**src/rtl/debug_trace_controller_pkg.sv**
```systemverilog
// Shared types and default sizing for the commit-trace capture block.
package DebugTraceTypes;

    localparam int DEF_COMMIT_WIDTH = 2;
    localparam int DEF_TRACE_DEPTH  = 64;
    localparam int DEF_PC_WIDTH     = 32;
    localparam int DEF_TS_WIDTH     = 16;
    localparam int DEF_PTR_WIDTH    = $clog2(DEF_TRACE_DEPTH);
    localparam int LANE_CNT_WIDTH   = 2;

    typedef enum logic [1:0] {
        ST_IDLE  = 2'd0,
        ST_ARMED = 2'd1,
        ST_POST  = 2'd2,
        ST_DONE  = 2'd3
    } TraceState;

    typedef logic [DEF_PTR_WIDTH-1:0] TracePtr;
    typedef logic [DEF_PTR_WIDTH:0]   TraceCount;

    typedef struct packed {
        logic [LANE_CNT_WIDTH-1:0] laneCount;
        logic [DEF_PC_WIDTH-1:0]   pc;
        logic [DEF_TS_WIDTH-1:0]   ts;
    } TraceEntry;

endpackage

```
**src/rtl/debug_trace_controller_if.sv**
```systemverilog
// Pipeline-observe, host-command and trace-read signals of the trace controller.
interface debug_trace_controller_if
    import DebugTraceTypes::*;
#(
    parameter int COMMIT_WIDTH = DEF_COMMIT_WIDTH,
    parameter int TRACE_DEPTH  = DEF_TRACE_DEPTH,
    parameter int PC_WIDTH     = DEF_PC_WIDTH,
    parameter int TS_WIDTH     = DEF_TS_WIDTH
);
    localparam int PTR_W   = $clog2(TRACE_DEPTH);
    localparam int ENTRY_W = LANE_CNT_WIDTH + PC_WIDTH + TS_WIDTH;

    logic [COMMIT_WIDTH-1:0]               cmtValid;
    logic [COMMIT_WIDTH-1:0][PC_WIDTH-1:0] cmtPC;
    logic                                  cfgWe;
    logic [PC_WIDTH-1:0]                   cfgTrigPC;
    logic [PTR_W:0]                        cfgPostCount;
    logic                                  cmdArm;
    logic                                  cmdForce;
    logic                                  cmdClear;
    logic [PTR_W-1:0]                      rdIndex;
    logic [ENTRY_W-1:0]                    rdData;
    logic [1:0]                            state;
    logic [PTR_W:0]                        entryCount;
    logic [PTR_W-1:0]                      trigIndex;

    modport master (
        output cmtValid, cmtPC, cfgWe, cfgTrigPC, cfgPostCount,
               cmdArm, cmdForce, cmdClear, rdIndex,
        input  rdData, state, entryCount, trigIndex
    );

    modport slave (
        input  cmtValid, cmtPC, cfgWe, cfgTrigPC, cfgPostCount,
               cmdArm, cmdForce, cmdClear, rdIndex,
        output rdData, state, entryCount, trigIndex
    );

endinterface

```
**src/rtl/debug_trace_ram.sv**
```systemverilog
// Simple dual-port trace RAM: synchronous write port, registered read port.
module debug_trace_ram #(
    parameter int DEPTH = 64,
    parameter int WIDTH = 50
) (
    input  logic                     clk,
    input  logic                     rstN,
    input  logic                     we,
    input  logic [$clog2(DEPTH)-1:0] wrAddr,
    input  logic [WIDTH-1:0]         wrData,
    input  logic [$clog2(DEPTH)-1:0] rdAddr,
    output logic [WIDTH-1:0]         rdData
);
    logic [WIDTH-1:0] mem [DEPTH];

    // NOTE: the array has no reset so it maps onto block RAM; only the read register is reset.
    always_ff @(posedge clk) begin
        if (we) begin
            mem[wrAddr] <= wrData;
        end
    end

    always_ff @(posedge clk or negedge rstN) begin
        if (!rstN) begin
            rdData <= '0;
        end else begin
            rdData <= mem[rdAddr];
        end
    end

endmodule

```
**src/rtl/debug_trace_controller.sv**
```systemverilog
// Commit-trace capture: arm, trigger on PC match or force, capture post-trigger
// entries into a circular RAM, then freeze for oldest-first host readout.
module debug_trace_controller
    import DebugTraceTypes::*;
#(
    parameter int COMMIT_WIDTH = DEF_COMMIT_WIDTH,
    parameter int TRACE_DEPTH  = DEF_TRACE_DEPTH,
    parameter int PC_WIDTH     = DEF_PC_WIDTH,
    parameter int TS_WIDTH     = DEF_TS_WIDTH
) (
    input logic                     clk,
    input logic                     rstN,
    debug_trace_controller_if.slave dbg
);
    localparam int PTR_W   = $clog2(TRACE_DEPTH);
    localparam int CNT_W   = PTR_W + 1;
    localparam int ENTRY_W = LANE_CNT_WIDTH + PC_WIDTH + TS_WIDTH;

    TraceState           stateQ, stateD;
    logic [PTR_W-1:0]    wrPtrQ, wrPtrD;
    logic [PTR_W-1:0]    trigPtrQ, trigPtrD;
    logic [CNT_W-1:0]    entryCountQ, entryCountD;
    logic [CNT_W-1:0]    postCntQ, postCntD;
    logic [TS_WIDTH-1:0] tsQ;
    logic [PC_WIDTH-1:0] cfgTrigPCQ;
    logic [CNT_W-1:0]    cfgPostCountQ;

    logic [LANE_CNT_WIDTH-1:0] laneCount;
    logic [PC_WIDTH-1:0]       lastPC;
    logic                      pcMatch;
    logic                      anyValid;
    logic                      writeEn;
    logic [PTR_W-1:0]          oldestPtr;
    logic [PTR_W-1:0]          rdAddr;
    logic [ENTRY_W-1:0]        wrData;

    // NOTE: every always_comb output gets a default first so no path can infer a latch.
    always_comb begin
        laneCount = '0;
        lastPC    = '0;
        pcMatch   = 1'b0;
        for (int i = 0; i < COMMIT_WIDTH; i++) begin
            if (dbg.cmtValid[i]) begin
                laneCount = laneCount + LANE_CNT_WIDTH'(1);
                lastPC    = dbg.cmtPC[i];
                if (dbg.cmtPC[i] == cfgTrigPCQ) begin
                    pcMatch = 1'b1;
                end
            end
        end
    end

    assign anyValid = |dbg.cmtValid;
    assign wrData   = {laneCount, lastPC, tsQ};

    always_comb begin
        stateD      = stateQ;
        wrPtrD      = wrPtrQ;
        trigPtrD    = trigPtrQ;
        entryCountD = entryCountQ;
        postCntD    = postCntQ;
        writeEn     = 1'b0;

        if (dbg.cmdClear) begin
            stateD      = ST_IDLE;
            entryCountD = '0;
        end else begin
            writeEn = anyValid && (stateQ == ST_ARMED || stateQ == ST_POST);
            if (writeEn) begin
                wrPtrD = wrPtrQ + PTR_W'(1);
                if (entryCountQ != CNT_W'(TRACE_DEPTH)) begin
                    entryCountD = entryCountQ + CNT_W'(1);
                end
            end

            unique case (stateQ)
                ST_IDLE: begin
                    if (dbg.cmdArm) begin
                        stateD      = ST_ARMED;
                        wrPtrD      = '0;
                        entryCountD = '0;
                        postCntD    = '0;
                    end
                end
                ST_ARMED: begin
                    if (dbg.cmdForce || pcMatch) begin
                        // A commit-less force points at the newest existing entry.
                        if (anyValid) begin
                            trigPtrD = wrPtrQ;
                        end else if (entryCountQ == '0) begin
                            trigPtrD = '0;
                        end else begin
                            trigPtrD = wrPtrQ - PTR_W'(1);
                        end
                        postCntD = cfgPostCountQ;
                        stateD   = (cfgPostCountQ == '0) ? ST_DONE : ST_POST;
                    end
                end
                ST_POST: begin
                    if (writeEn) begin
                        postCntD = postCntQ - CNT_W'(1);
                        if (postCntQ == CNT_W'(1)) begin
                            stateD = ST_DONE;
                        end
                    end
                end
                ST_DONE: begin
                end
                default: begin
                    stateD = ST_IDLE;
                end
            endcase
        end
    end

    // NOTE: state registers use non-blocking assignments so every flop sees pre-edge values.
    always_ff @(posedge clk or negedge rstN) begin
        if (!rstN) begin
            stateQ      <= ST_IDLE;
            wrPtrQ      <= '0;
            trigPtrQ    <= '0;
            entryCountQ <= '0;
            postCntQ    <= '0;
            tsQ         <= '0;
        end else begin
            stateQ      <= stateD;
            wrPtrQ      <= wrPtrD;
            trigPtrQ    <= trigPtrD;
            entryCountQ <= entryCountD;
            postCntQ    <= postCntD;
            tsQ         <= tsQ + TS_WIDTH'(1);
        end
    end

    // Config is frozen while a capture is in flight.
    always_ff @(posedge clk or negedge rstN) begin
        if (!rstN) begin
            cfgTrigPCQ    <= '0;
            cfgPostCountQ <= '0;
        end else if (dbg.cfgWe && (stateQ == ST_IDLE || stateQ == ST_DONE)) begin
            cfgTrigPCQ    <= dbg.cfgTrigPC;
            cfgPostCountQ <= dbg.cfgPostCount;
        end
    end

    assign oldestPtr = (entryCountQ == CNT_W'(TRACE_DEPTH)) ? wrPtrQ : '0;
    assign rdAddr    = oldestPtr + dbg.rdIndex;

    debug_trace_ram #(
        .DEPTH (TRACE_DEPTH),
        .WIDTH (ENTRY_W)
    ) u_ram (
        .clk    (clk),
        .rstN   (rstN),
        .we     (writeEn),
        .wrAddr (wrPtrQ),
        .wrData (wrData),
        .rdAddr (rdAddr),
        .rdData (dbg.rdData)
    );

    assign dbg.state      = stateQ;
    assign dbg.entryCount = entryCountQ;
    assign dbg.trigIndex  = trigPtrQ - oldestPtr;

endmodule

```
**src/flat_wrapper.sv**
```systemverilog
// flat-port wrapper written by rule: the top's interface ports become plain ports
module debug_trace_controller_flat import DebugTraceTypes::*;
#(
    parameter int COMMIT_WIDTH = DEF_COMMIT_WIDTH,
    parameter int TRACE_DEPTH  = DEF_TRACE_DEPTH,
    parameter int PC_WIDTH     = DEF_PC_WIDTH,
    parameter int TS_WIDTH     = DEF_TS_WIDTH
)
  (clk, rstN, dbg_cmtValid, dbg_cmtPC, dbg_cfgWe, dbg_cfgTrigPC, dbg_cfgPostCount, dbg_cmdArm, dbg_cmdForce, dbg_cmdClear, dbg_rdIndex, dbg_rdData, dbg_state, dbg_entryCount, dbg_trigIndex);
  debug_trace_controller_if #(.COMMIT_WIDTH(COMMIT_WIDTH), .TRACE_DEPTH(TRACE_DEPTH), .PC_WIDTH(PC_WIDTH), .TS_WIDTH(TS_WIDTH)) dbg_i ();
  input logic clk;
  input logic rstN;
  input wire logic [$bits(dbg_i.cmtValid)-1:0] dbg_cmtValid;
  input wire logic [$bits(dbg_i.cmtPC)-1:0] dbg_cmtPC;
  input wire logic [$bits(dbg_i.cfgWe)-1:0] dbg_cfgWe;
  input wire logic [$bits(dbg_i.cfgTrigPC)-1:0] dbg_cfgTrigPC;
  input wire logic [$bits(dbg_i.cfgPostCount)-1:0] dbg_cfgPostCount;
  input wire logic [$bits(dbg_i.cmdArm)-1:0] dbg_cmdArm;
  input wire logic [$bits(dbg_i.cmdForce)-1:0] dbg_cmdForce;
  input wire logic [$bits(dbg_i.cmdClear)-1:0] dbg_cmdClear;
  input wire logic [$bits(dbg_i.rdIndex)-1:0] dbg_rdIndex;
  output wire logic [$bits(dbg_i.rdData)-1:0] dbg_rdData;
  output wire logic [$bits(dbg_i.state)-1:0] dbg_state;
  output wire logic [$bits(dbg_i.entryCount)-1:0] dbg_entryCount;
  output wire logic [$bits(dbg_i.trigIndex)-1:0] dbg_trigIndex;
  assign dbg_i.cmtValid = dbg_cmtValid;
  assign dbg_i.cmtPC = dbg_cmtPC;
  assign dbg_i.cfgWe = dbg_cfgWe;
  assign dbg_i.cfgTrigPC = dbg_cfgTrigPC;
  assign dbg_i.cfgPostCount = dbg_cfgPostCount;
  assign dbg_i.cmdArm = dbg_cmdArm;
  assign dbg_i.cmdForce = dbg_cmdForce;
  assign dbg_i.cmdClear = dbg_cmdClear;
  assign dbg_i.rdIndex = dbg_rdIndex;
  assign dbg_rdData = dbg_i.rdData;
  assign dbg_state = dbg_i.state;
  assign dbg_entryCount = dbg_i.entryCount;
  assign dbg_trigIndex = dbg_i.trigIndex;
  debug_trace_controller #(.COMMIT_WIDTH(COMMIT_WIDTH), .TRACE_DEPTH(TRACE_DEPTH), .PC_WIDTH(PC_WIDTH), .TS_WIDTH(TS_WIDTH)) u_core (.clk(clk), .rstN(rstN), .dbg(dbg_i));
endmodule
```
**config.mk**
```make
export PLATFORM = sky130hd
export DESIGN_NAME = debug_trace_controller_flat
export DESIGN_NICKNAME = d
export VERILOG_FILES = /design/src/rtl/debug_trace_controller_pkg.sv /design/src/rtl/debug_trace_controller_if.sv /design/src/rtl/debug_trace_ram.sv /design/src/rtl/debug_trace_controller.sv /design/src/flat_wrapper.sv
export SDC_FILE = /design/constraint.sdc
export NUM_CORES = 2
export LEC_CHECK = 0
export CORE_MARGIN = 4
export CORE_UTILIZATION = 55
export CTS_BUF_LIST = sky130_fd_sc_hd__clkbuf_4
export DETAILED_ROUTE_END_ITERATION = 12
export PLACE_DENSITY = 0.71
export RECOVER_POWER = 100
export SLEW_MARGIN = 15
export SYNTH_ARGS = -nofsm -noshare
export SYNTH_HDL_FRONTEND = slang
export SYNTH_SLANG_ARGS = --single-unit
```
**constraint.sdc**
```tcl
create_clock -name clk -period 8.4 [get_ports clk]
set_clock_uncertainty 0.2 [all_clocks]
set_input_delay 1.68 -clock clk [delete_from_list [all_inputs] [get_ports clk]]
set_output_delay 1.68 -clock clk [all_outputs]
set_load 0.005 [all_outputs]
```
==> impl_metrics.ini <==
[drt]
drt-met1-wl_um = 120000
wl_met3_um = 35900
routed_wl_um = 332000
routedWlPerCell_um = 33.4
firstDrtPassIters = 6
vias = 63900
final_antenna_net_count = 0
viasPerCell = 6.44
highest_layer = met5
met2_length_um = 161000
drc = 0
drtIter0Drc = 8497

[synthesis]
synth_flop_cell = edfxtp_1
synth_top_family_by_area = multiplexers
ys_seq_area_share_pct = 77.6
yosys_warnings = 0
synthDominantCellAreaShare_pct = 75.0
syn_area_per_cell_um2 = 24.1
synthSimpleGateAreaFrac_pct = 1.07
synth.area.top_cells = edfxtp_1, mux4_2, dfrtp_1
synth_compound_area_share_pct = 0.959
synth_area_um2 = 128000
synth.distinct_cells = 53
synth-edff-count = 3200
muxShareOfSynthArea_pct = 18.3
synth_nets = 5463
synth-xor-area-share_pct = 0.696
synth_cells = 5322
synth_common_cells = edfxtp_1, mux4_2, clkbuf_1, dfrtp_1, nor2_1
ys_seq_elements = 3333
async_flop_share_pct = 3.99
synth_largest_area_cell = edfxtp_1
synth.most_common_cell = edfxtp_1
synth_adder_area_share_pct = 0.246

[power]
power_frac_seq_pct = 54.9
swShare_pct = 22.8
p_switching_mw = 7.75
ir_worst_vdd_mv = 0.162
p_int_mw = 26.3
cellLeakagePower_nw = 46.8
combPwrFrac_pct = 6.3
pwr-share-clk_pct = 38.7
finalPower_mw = 34.0
power_density_nw_per_um2 = 235

[clock_tree]
clock-sinks = 3333
root_buffer = clkbuf_4
cts_buffer_depth = 4
htreeDepth = 6
clk-insertion-delay-late_ns = 1.48
cts.clk_slew.worst_paths_ns = 0.07
numCtsBuffers = 815
cts_tree = yes

[finish]
drive_above_1_share_pct = 34.7
fin_cells = 9924
fillers = 15600
syn2layout_area_growth_pct = 12.8
final_core_util_pct = 62.6
fin_nets = 6395

[critical_path]
worstPathCellList = dlygate4sd3_1, inv_1, ha_1, nand2b_1, nor2_1, nand4b_1, or2_0, nor3_2, clkbuf_1, clkbuf_1
slowest_delay_ns = 2.39
start_kind = input pin
timing.critical_path.mode_cell = clkbuf_1
endpoint_kind = register
cp.arrival_ns = 8.63
critPathTopFamily = buffers and inverters
cp_max_fo = 30
crit_path_top_delay_cell = clkbuf_1
crit_type = input pin to register
required_ns = 9.12
critPathBufInv = 4
r2r_slack_ns = 0.72

[die]
dieArea_um2 = 241000
core_region_area_um2 = 231000
start_util_pct = 55.5
die_h_um = 491
row_count = 176
ioPinCount = 182
die-width_um = 491

[global_routing]
grt_overflow = 0
grt_pass1_wl_um = 474000
groute.usage.overall_pct = 27.7
antenna_found_initial = 16
grt_max_degree = 105
grt_pass1_vias = 65600

[outcome]
violations = max-capacitance violations, max-slew violations
status = finished with violations

[min_path]
hold_class = register to register

[placed_design]
dp.cells = 8460
dpl.hpwl_um = 177000
port_buffers = 181
globalplace.congestion = 0.855

[timing]
timing.final.crit_share_pct = 94.2
setup_viol = 0
hold_slack_ns = 0.323
fin_crit_ns = 7.91
finalMaxSlewViolations = 6389
clock.fmax_mhz = 126
rsz0062_at_grt = false
hold_violations = 0
slew_headroom_pct = -244
fin_tns_setup_ns = 0
worst_pin_slew_ns = 5.16

[job]
cap_violations = 179
==> power by group through the flow <==
| stage | Combinational [mW] | Clock [mW] | Sequential [mW] |
|---|---|---|---|
| after floorplan | 1.40 | 0 | 18.9 |
| after global placement | 2.16 | 0 | 19.0 |
| after detailed placement | 2.21 | 0 | 19.0 |
| after CTS | 2.21 | 13.4 | 18.7 |
| after global routing | 2.29 | 14.4 | 18.7 |
| final | 2.15 | 13.2 | 18.7 |
==> registers in the layout, indices dropped and copies added (netlist names) <==
register,cells
u_core.dbg.state,2
u_core.wrPtrQ,6
u_core.u_ram.rdData,50
u_core.cfgTrigPCQ,32
u_core.postCntQ,7
u_core.u_ram.mem,3200
u_core.trigPtrQ,6
u_core.dbg.entryCount,7
u_core.cfgPostCountQ,7
u_core.tsQ,16
==> worst reg2reg max path: cells and delay by family, from the launching register on <==
kind,cells,cell delay (ns)
adders and majority gates,2,2.29
AOI/OAI and AO/OA,2,0.35
DFF,1,0.45
buffers and inverters,3,1.76
muxes,2,0.96
and+or+nand+nor,3,1.43
==> metal layers <==
layer	GRT usage (%)	vias up
met5	0	-
met2	43.4	4337
li1	-	25300
met4	11.8	6
met3	6.23	752
met1	38.1	33500
==> repair_timing <==
item	4_1_cts	5_1_grt
buffers inserted	0	0
resized for setup	0	0
hold endpoints to repair	39	0
setup endpoints to repair	0	0
hold buffers	1	0
==> path summary, 6_finish.rpt <==
path                                     startpoint                       end  cells after the start
min reg2reg                      u_core.trigPtrQ[5]        u_core.trigPtrQ[5]                      1
max                                 dbg_cmtValid[0]  u_core.u_ram.mem[41][47]                     10
min                              u_core.trigPtrQ[5]        u_core.trigPtrQ[5]                      1
min in group asynchronous                      rstN   u_core.u_ram.rdData[14]                      2
max in group asynchronous                      rstN   u_core.u_ram.rdData[42]                      2
max reg2reg                u_core.dbg.entryCount[3]   u_core.u_ram.rdData[49]                     12
==> cells in the final DEF, fill, tap and decap left out, types with 11 or more instances in the layout <==
cell type        instances
mux4_2                1000
o21ai_0                 11
clkdlybuf4s50_1        114
clkinv_1               194
dlygate4sd3_1           66
mux2i_1                 50
buf_12                  33
nand3_1                 20
inv_2                   19
clkbuf_4              1206
edfxtp_1              3200
mux2_1                  43
ha_1                    21
dfrtp_1                133
clkbuf_2                20
nor2b_1                 55
clkbuf_1               107
buf_4                   42
nor3_1                  12
xor2_1                  22
clkinv_2                26
a22o_1                  21
nand4_1                 18
a21oi_1                 62
nand2_1                 48
a211oi_1                52
xnor2_1                 75
inv_1                   22
nor2_1                  82
==> area by class of cell <==
class                      instances  area (um^2)  area share [%]
antenna                            5         12.5         0.00866
clock buffer                    1206         9050            6.26
clock inverter                   250         1270           0.879
inverter                          30          113          0.0779
multi-input combinational       1680        27400            19.0
sequential                      3333        99400            68.8
tap                             3026         3790            2.62
timing repair buffer             394         3420            2.37
==> stage by stage <==
| step | instance area (um^2) | setup WS, ns |
|---|---|---|
| 6_report | 145000 | 0.491 |
| 5_1_grt | 145000 | 0.547 |
| 4_1_cts | 146000 | 1.16 |
| 3_5_place_dp | 135000 | 1.80 |
| 3_3_place_gp | 135000 | 1.75 |
| 2_1_floorplan | 128000 | 0.855 |
==> cells by family (layout without fill, tap and decap cells) <==
kind of cell | after synthesis | count (layout)
xor gates and xnor gates | 101 | 101
adders and majority gates | 24 | 24
AOI/OAI and AO/OA | 183 | 183
other | 0 | 5
buffers and inverters | 309 | 1880
and+or+nand+nor | 279 | 279
muxes | 1093 | 1093
DFF | 3333 | 3333
Power figures use the tool's default switching activity.
